[src/rtl/ksa_mp_pkg.sv]
// Shared types and constants for the multi-precision add/subtract sequencer.
package ksa_mp_pkg;

    localparam int SLICE_W = 16;

    typedef enum logic [1:0] {
        IDLE = 2'd0,
        RUN  = 2'd1,
        DONE = 2'd2
    } state_t;

endpackage

[src/rtl/ksa16b_simple.sv]
// 16-bit Kogge-Stone adder slice with carry-in folded into the bit-0 generate.
module ksa16b_simple (
    input  logic [15:0] a,
    input  logic [15:0] b,
    input  logic        cin,
    output logic [15:0] sum,
    output logic        cout
);

    logic [15:0] prop0;
    logic [15:0] gen_pre;

    assign prop0 = a ^ b;

    // Four prefix levels (span 1, 2, 4, 8); gen_pre[i] is the carry out of bit i.
    always_comb begin : prefix_tree
        logic [15:0] g_cur;
        logic [15:0] p_cur;
        logic [15:0] g_nxt;
        logic [15:0] p_nxt;
        g_cur    = a & b;
        g_cur[0] = g_cur[0] | (prop0[0] & cin);
        p_cur    = prop0;
        g_nxt    = g_cur;
        p_nxt    = p_cur;
        for (int lv = 0; lv < 4; lv++) begin
            g_nxt = g_cur;
            p_nxt = p_cur;
            for (int i = (1 << lv); i < 16; i++) begin
                g_nxt[i] = g_cur[i] | (p_cur[i] & g_cur[i - (1 << lv)]);
                p_nxt[i] = p_cur[i] & p_cur[i - (1 << lv)];
            end
            g_cur = g_nxt;
            p_cur = p_nxt;
        end
        gen_pre = g_cur;
    end

    generate
        for (genvar gi = 0; gi < 16; gi++) begin : g_sum
            if (gi == 0) begin : g_lsb
                assign sum[gi] = prop0[gi] ^ cin;
            end else begin : g_upper
                assign sum[gi] = prop0[gi] ^ gen_pre[gi-1];
            end
        end
    endgenerate

    assign cout = gen_pre[15];

endmodule

[src/rtl/ksa_mp_sequencer.sv]
// Multi-precision add/subtract: one shared 16-bit slice, one word per clock, LSW first.
module ksa_mp_sequencer
    import ksa_mp_pkg::*;
#(
    parameter int WORDS   = 4,
    parameter int SLICE_W = ksa_mp_pkg::SLICE_W
) (
    input  logic                     clk,
    input  logic                     rst,
    input  logic                     in_valid,
    output logic                     in_ready,
    input  logic [16*WORDS-1:0]      op_a,
    input  logic [16*WORDS-1:0]      op_b,
    input  logic                     sub,
    input  logic                     cin,
    output logic                     out_valid,
    input  logic                     out_ready,
    output logic [16*WORDS-1:0]      result,
    output logic                     cout,
    output logic                     ovf,
    output logic                     busy
);

    localparam int W     = 16 * WORDS;
    localparam int IDX_W = $clog2(WORDS);

    generate
        if (SLICE_W != 16) begin : g_bad_slice
            $error("ksa_mp_sequencer: SLICE_W must be 16 to match ksa16b_simple");
        end
        if (WORDS < 2 || WORDS > 16) begin : g_bad_words
            $error("ksa_mp_sequencer: WORDS must be in 2..16");
        end
    endgenerate

    state_t             state_reg, state_next;
    logic [IDX_W-1:0]   idx_reg;
    logic [W-1:0]       a_reg, b_reg, result_reg;
    logic               sub_reg, carry_reg, cout_reg, ovf_reg;
    logic [15:0]        slice_a, slice_b, slice_sum;
    logic               slice_cout;
    logic               last_word;

    assign last_word = (idx_reg == IDX_W'(WORDS - 1));
    assign slice_a   = a_reg[idx_reg*16 +: 16];
    assign slice_b   = b_reg[idx_reg*16 +: 16];

    ksa16b_simple u_slice (
        .a    (slice_a),
        .b    (slice_b),
        .cin  (carry_reg),
        .sum  (slice_sum),
        .cout (slice_cout)
    );

    always_ff @(posedge clk or posedge rst) begin
        if (rst) begin
            state_reg <= IDLE;
        end else begin
            state_reg <= state_next;
        end
    end

    always_comb begin
        state_next = state_reg;
        case (state_reg)
            IDLE:    if (in_valid)  state_next = RUN;
            RUN:     if (last_word) state_next = DONE;
            DONE:    if (out_ready) state_next = IDLE;
            default:                state_next = IDLE;
        endcase
    end

    // Subtraction runs as A + ~B + ~borrow_in; the final carry is inverted back into a borrow.
    always_ff @(posedge clk or posedge rst) begin
        if (rst) begin
            idx_reg    <= '0;
            a_reg      <= '0;
            b_reg      <= '0;
            result_reg <= '0;
            sub_reg    <= 1'b0;
            carry_reg  <= 1'b0;
            cout_reg   <= 1'b0;
            ovf_reg    <= 1'b0;
        end else begin
            case (state_reg)
                IDLE: begin
                    if (in_valid) begin
                        a_reg     <= op_a;
                        b_reg     <= sub ? ~op_b : op_b;
                        sub_reg   <= sub;
                        carry_reg <= sub ? ~cin : cin;
                        idx_reg   <= '0;
                    end
                end
                RUN: begin
                    result_reg[idx_reg*16 +: 16] <= slice_sum;
                    carry_reg                    <= slice_cout;
                    if (last_word) begin
                        cout_reg <= sub_reg ^ slice_cout;
                        ovf_reg  <= (slice_a[15] == slice_b[15]) && (slice_sum[15] != slice_a[15]);
                    end else begin
                        idx_reg <= idx_reg + IDX_W'(1);
                    end
                end
                default: ;
            endcase
        end
    end

    assign in_ready  = (state_reg == IDLE);
    assign out_valid = (state_reg == DONE);
    assign busy      = (state_reg != IDLE);
    assign result    = result_reg;
    assign cout      = cout_reg;
    assign ovf       = ovf_reg;

endmodule

[config.mk]
export PLATFORM = sky130hd
export DESIGN_NAME = ksa_mp_sequencer
export DESIGN_NICKNAME = d
export VERILOG_FILES = /design/src/rtl/ksa_mp_pkg.sv /design/src/rtl/ksa16b_simple.sv /design/src/rtl/ksa_mp_sequencer.sv
export SDC_FILE = /design/constraint.sdc
export NUM_CORES = 1
export LEC_CHECK = 0
export BUFFER_PORTS_ARGS = -buffer_cell sky130_fd_sc_hd__clkbuf_2
export CORE_ASPECT_RATIO = 2
export CORE_MARGIN = 3
export CORE_UTILIZATION = 55
export CTS_CLUSTER_DIAMETER = 200
export DETAILED_ROUTE_END_ITERATION = 6
export PLACE_DENSITY = 0.9
export SYNTH_ARGS = -nofsm -noshare
export SYNTH_HDL_FRONTEND = slang
export SYNTH_HIERARCHICAL = 1
export SYNTH_SLANG_ARGS = --single-unit
export TNS_END_PERCENT = 5
[constraint.sdc]
create_clock -name clk -period 6.8 [get_ports clk]
set_clock_uncertainty 0.2 [all_clocks]
set_input_delay 0.34 -clock clk [delete_from_list [all_inputs] [get_ports clk]]
set_output_delay 0.34 -clock clk [all_outputs]
set_load 0.1 [all_outputs]
==> impl_metrics.py <==
metrics = {
    "setup_path": {
        "r2r_slack_ps": 2490,
        "cp_data_required_time_ps": 6940,
        "cp_top_family": "compound AO/OA/AOI/OAI gates",
        "rr_startpoint": "idx_reg[1]",
        "critPathKind": "flip-flop to flip-flop",
        "crit_chain": "mux4_2 -> fa_1 -> fa_1 -> a21o_1 -> a221oi_2 -> nand2b_1 -> a31oi_1 -> a221o_1 -> nor2b_1 -> a31oi_1 -> o22a_1",
        "worstSetupStartpointType": "flip-flop",
        "rr_endpoint": "carry_reg",
        "cpMaxStageDelayCell": "dfrtp_2",
        "critical_path_buf_inv_count": 0,
        "end_kind": "flip-flop",
        "cp_slowest_stage_delay_ps": 950,
        "worstPathMaxFanout": 36,
        "cp.depth": 11,
        "cp.arrival_ps": 4450,
        "worst_r2r_path_depth": 11,
    },
    "hold_path": {
        "hold_class": "input port to flip-flop",
        "hold_path_depth": 3,
        "holdPathEnd": "b_reg[27]",
        "min_from": "op_b[27]",
    },
    "grt": {
        "grt_start_max_net_pins": 123,
        "antenna_found_initial": 1,
        "grtUsageTotal_pct": 28.32,
        "grt_pass1_wl_um": 41430,
        "gr-total-overflow": 0,
        "grt_pass1_vias": 7829,
    },
    "synthesis": {
        "synthMuxAreaShare_pct": 15.09,
        "synth_compound_area_share_pct": 11.14,
        "synth_nets": 965,
        "synth_xor_area_share_pct": 7.277,
        "syn_area_per_cell_um2": 11.90,
        "synth_ff_type": "dfrtp_1",
        "synthSimpleGateAreaFrac_pct": 8.096,
        "synth_seq_cells": 200,
        "synthCells": 809,
        "ys_types": 49,
        "synth_seq_area_share_pct": 51.98,
        "yosys.area_share.adder_pct": 3.015,
        "synth_edf_count": 0,
        "yosys_warnings": 6,
        "async_flop_share_pct": 100.0,
        "syn_area_um2": 9628,
        "synth_top_family_by_area": "multiplexers",
    },
    "routing": {
        "drt_iter0_drc": 393,
        "vias": 7466,
        "wl_per_cell_um": 20.27,
        "vias_per_cell": 5.712,
        "drtAntennaViolNets": 0,
        "drc": 0,
        "wirelength_um": 26500,
        "first_pass_iters": 7,
    },
    "run_status": {
        "run_status": "complete, no violations",
    },
    "placement": {
        "place_hpwl_um": 16330,
        "io_buffers": 202,
        "gp_congestion": 0.8771,
    },
    "die": {
        "start_util_pct": 56.86,
        "core-area_um2": 16930,
        "die_h_um": 193.1,
        "rows": 67,
        "io_pins": 203,
        "die_x_um": 99.56,
        "die_area_um2": 19230,
    },
    "cells_and_area": {
        "fillers": 1128,
        "drive_gt1_share_pct": 31.76,
        "fin_nets": 1242,
        "area_growth_pct": 27.58,
    },
    "clocking": {
        "cts_tree": "done",
        "cts_buffers": 17,
        "worstSkewPairLatency_ps": 440,
        "cts.sinks": 200,
        "cts_buffer_depth": 2,
        "htreeDepth": 4,
        "clockRootBuffer": "clkbuf_16",
        "cts.reportedPaths.clkPinSlew_ps": 80,
    },
    "sta": {
        "fmax_mhz": 231.8,
        "setup-violations-final": 0,
        "relSlewSlack_pct": 25.26,
        "grt_setup_unrepaired": "false",
        "drv_slew": 0,
        "period_share_pct": 63.44,
        "tns_ps": 0,
        "tightestPinTransition_ps": 1118,
        "finalHoldViolations": 0,
        "min_period_ps": 4314,
    },
    "flow_run": {
        "maxCapViolCount": 0,
    },
}
[per-stage QoR]
stage               cell area (µm²)  setup WS [ps]  hold WS, ps  util [%]  cells
floorplan                      9628          806.0        247.3         -    809
global placement              10660           2589        260.1     62.97   1168
detailed placement            10660           2511        269.1     62.97   1168
CTS                           12280           2500       0.8794     72.52   1306
global route                  12280           2273        9.862     72.54   1307
finish                        12280           2486        11.77     72.54   1307
[layer usage]
layer,part of all wire (%),GRT usage [%],vias to the layer above
met4,5.2,15.99,0
met5,0,0,-
met3,4.4,3.925,98
met2,55,51.76,302
met1,36,31.11,3668
li1,-,-,3398
[layout make-up]
cell class	instances	area (µm²)	area share, %
Clock inverter	14	116.4	0.9473
Sequential cell	200	5007	40.77
Timing Repair Buffer	313	2112	17.19
Tap cell	207	259.0	2.109
Clock buffer	18	439.2	3.575
Inverter	10	45.04	0.3667
Multi-Input combinational cell	544	4302	35.02
Antenna cell	1	2.502	0.02037
[how the worst max path moves through the flow]
stage	to	slack (ps)	start
final	carry_reg	2490	idx_reg[1]
after global routing	carry_reg	2270	idx_reg[1]
after CTS	carry_reg	2500	idx_reg[1]
after detailed placement	carry_reg	2510	idx_reg[1]
after global placement	carry_reg	2590	idx_reg[1]
after floorplan	a_reg[0]	810	rst
[kinds of logic (layout without fill, tap and decap cells)]
group / Yosys count / count (layout)
muxes: 97 / 97
xor gates and xnor gates: 80 / 80
and+or+nand+nor: 172 / 172
adders and majority gates: 22 / 22
DFF: 200 / 200
other: 0 / 1
AOI/OAI and AO/OA: 173 / 173
buffers and inverters: 65 / 355
[tightest hold or removal path, delay by kind of cell]
| kind | cells | cell delay, ps |
|---|---|---|
| AOI/OAI and AO/OA | 1 | 70 |
| xor gates and xnor gates | 1 | 120 |
| buffers and inverters | 1 | 80 |
[Yosys cell counts, types with 3 or more instances]
library cell,n,area [µm²]
inv_1,10,37.54
nor2b_1,3,18.77
a31oi_1,5,31.28
and3_1,6,37.54
buf_4,9,67.56
a21oi_1,77,385.4
xnor2_1,77,674.4
xor2_1,3,26.28
mux4_2,32,720.7
nor2_1,73,274.0
clkbuf_1,15,56.30
nand2_1,73,274.0
a22o_1,32,280.3
buf_2,27,135.1
mux2_2,65,732.0
dfrtp_1,200,5005
ha_1,20,250.2
nand3b_1,3,22.52
a21o_1,6,45.04
o211ai_1,3,22.52
o21ai_0,35,175.2
[cell usage in the layout, fill, tap and decap left out, drive strengths merged, types with 3 or more instances in the layout]
cell type and instances:
a21o 6, a21oi 77, a22o 32, a31oi 5
and3 6, buf 6, clkbuf 219, clkinv 7
dfrtp 200, dlygate4sd3 106, ha 20, inv 16
mux2 65, mux4 32, nand2 73, nand3b 4
nor2 73, nor2b 3, nor4b 3, o211ai 3
o21ai 37, xnor2 77, xor2 3
[timing repair]
item,4_1_cts,5_1_grt
resized for setup,0,0
endpoints found under the hold margin,226,0
setup buffers,0,0
hold buffers,106,0
Power is not shown: default switching activity piles up to over one toggle a cycle in this logic, so the estimate is an artifact.
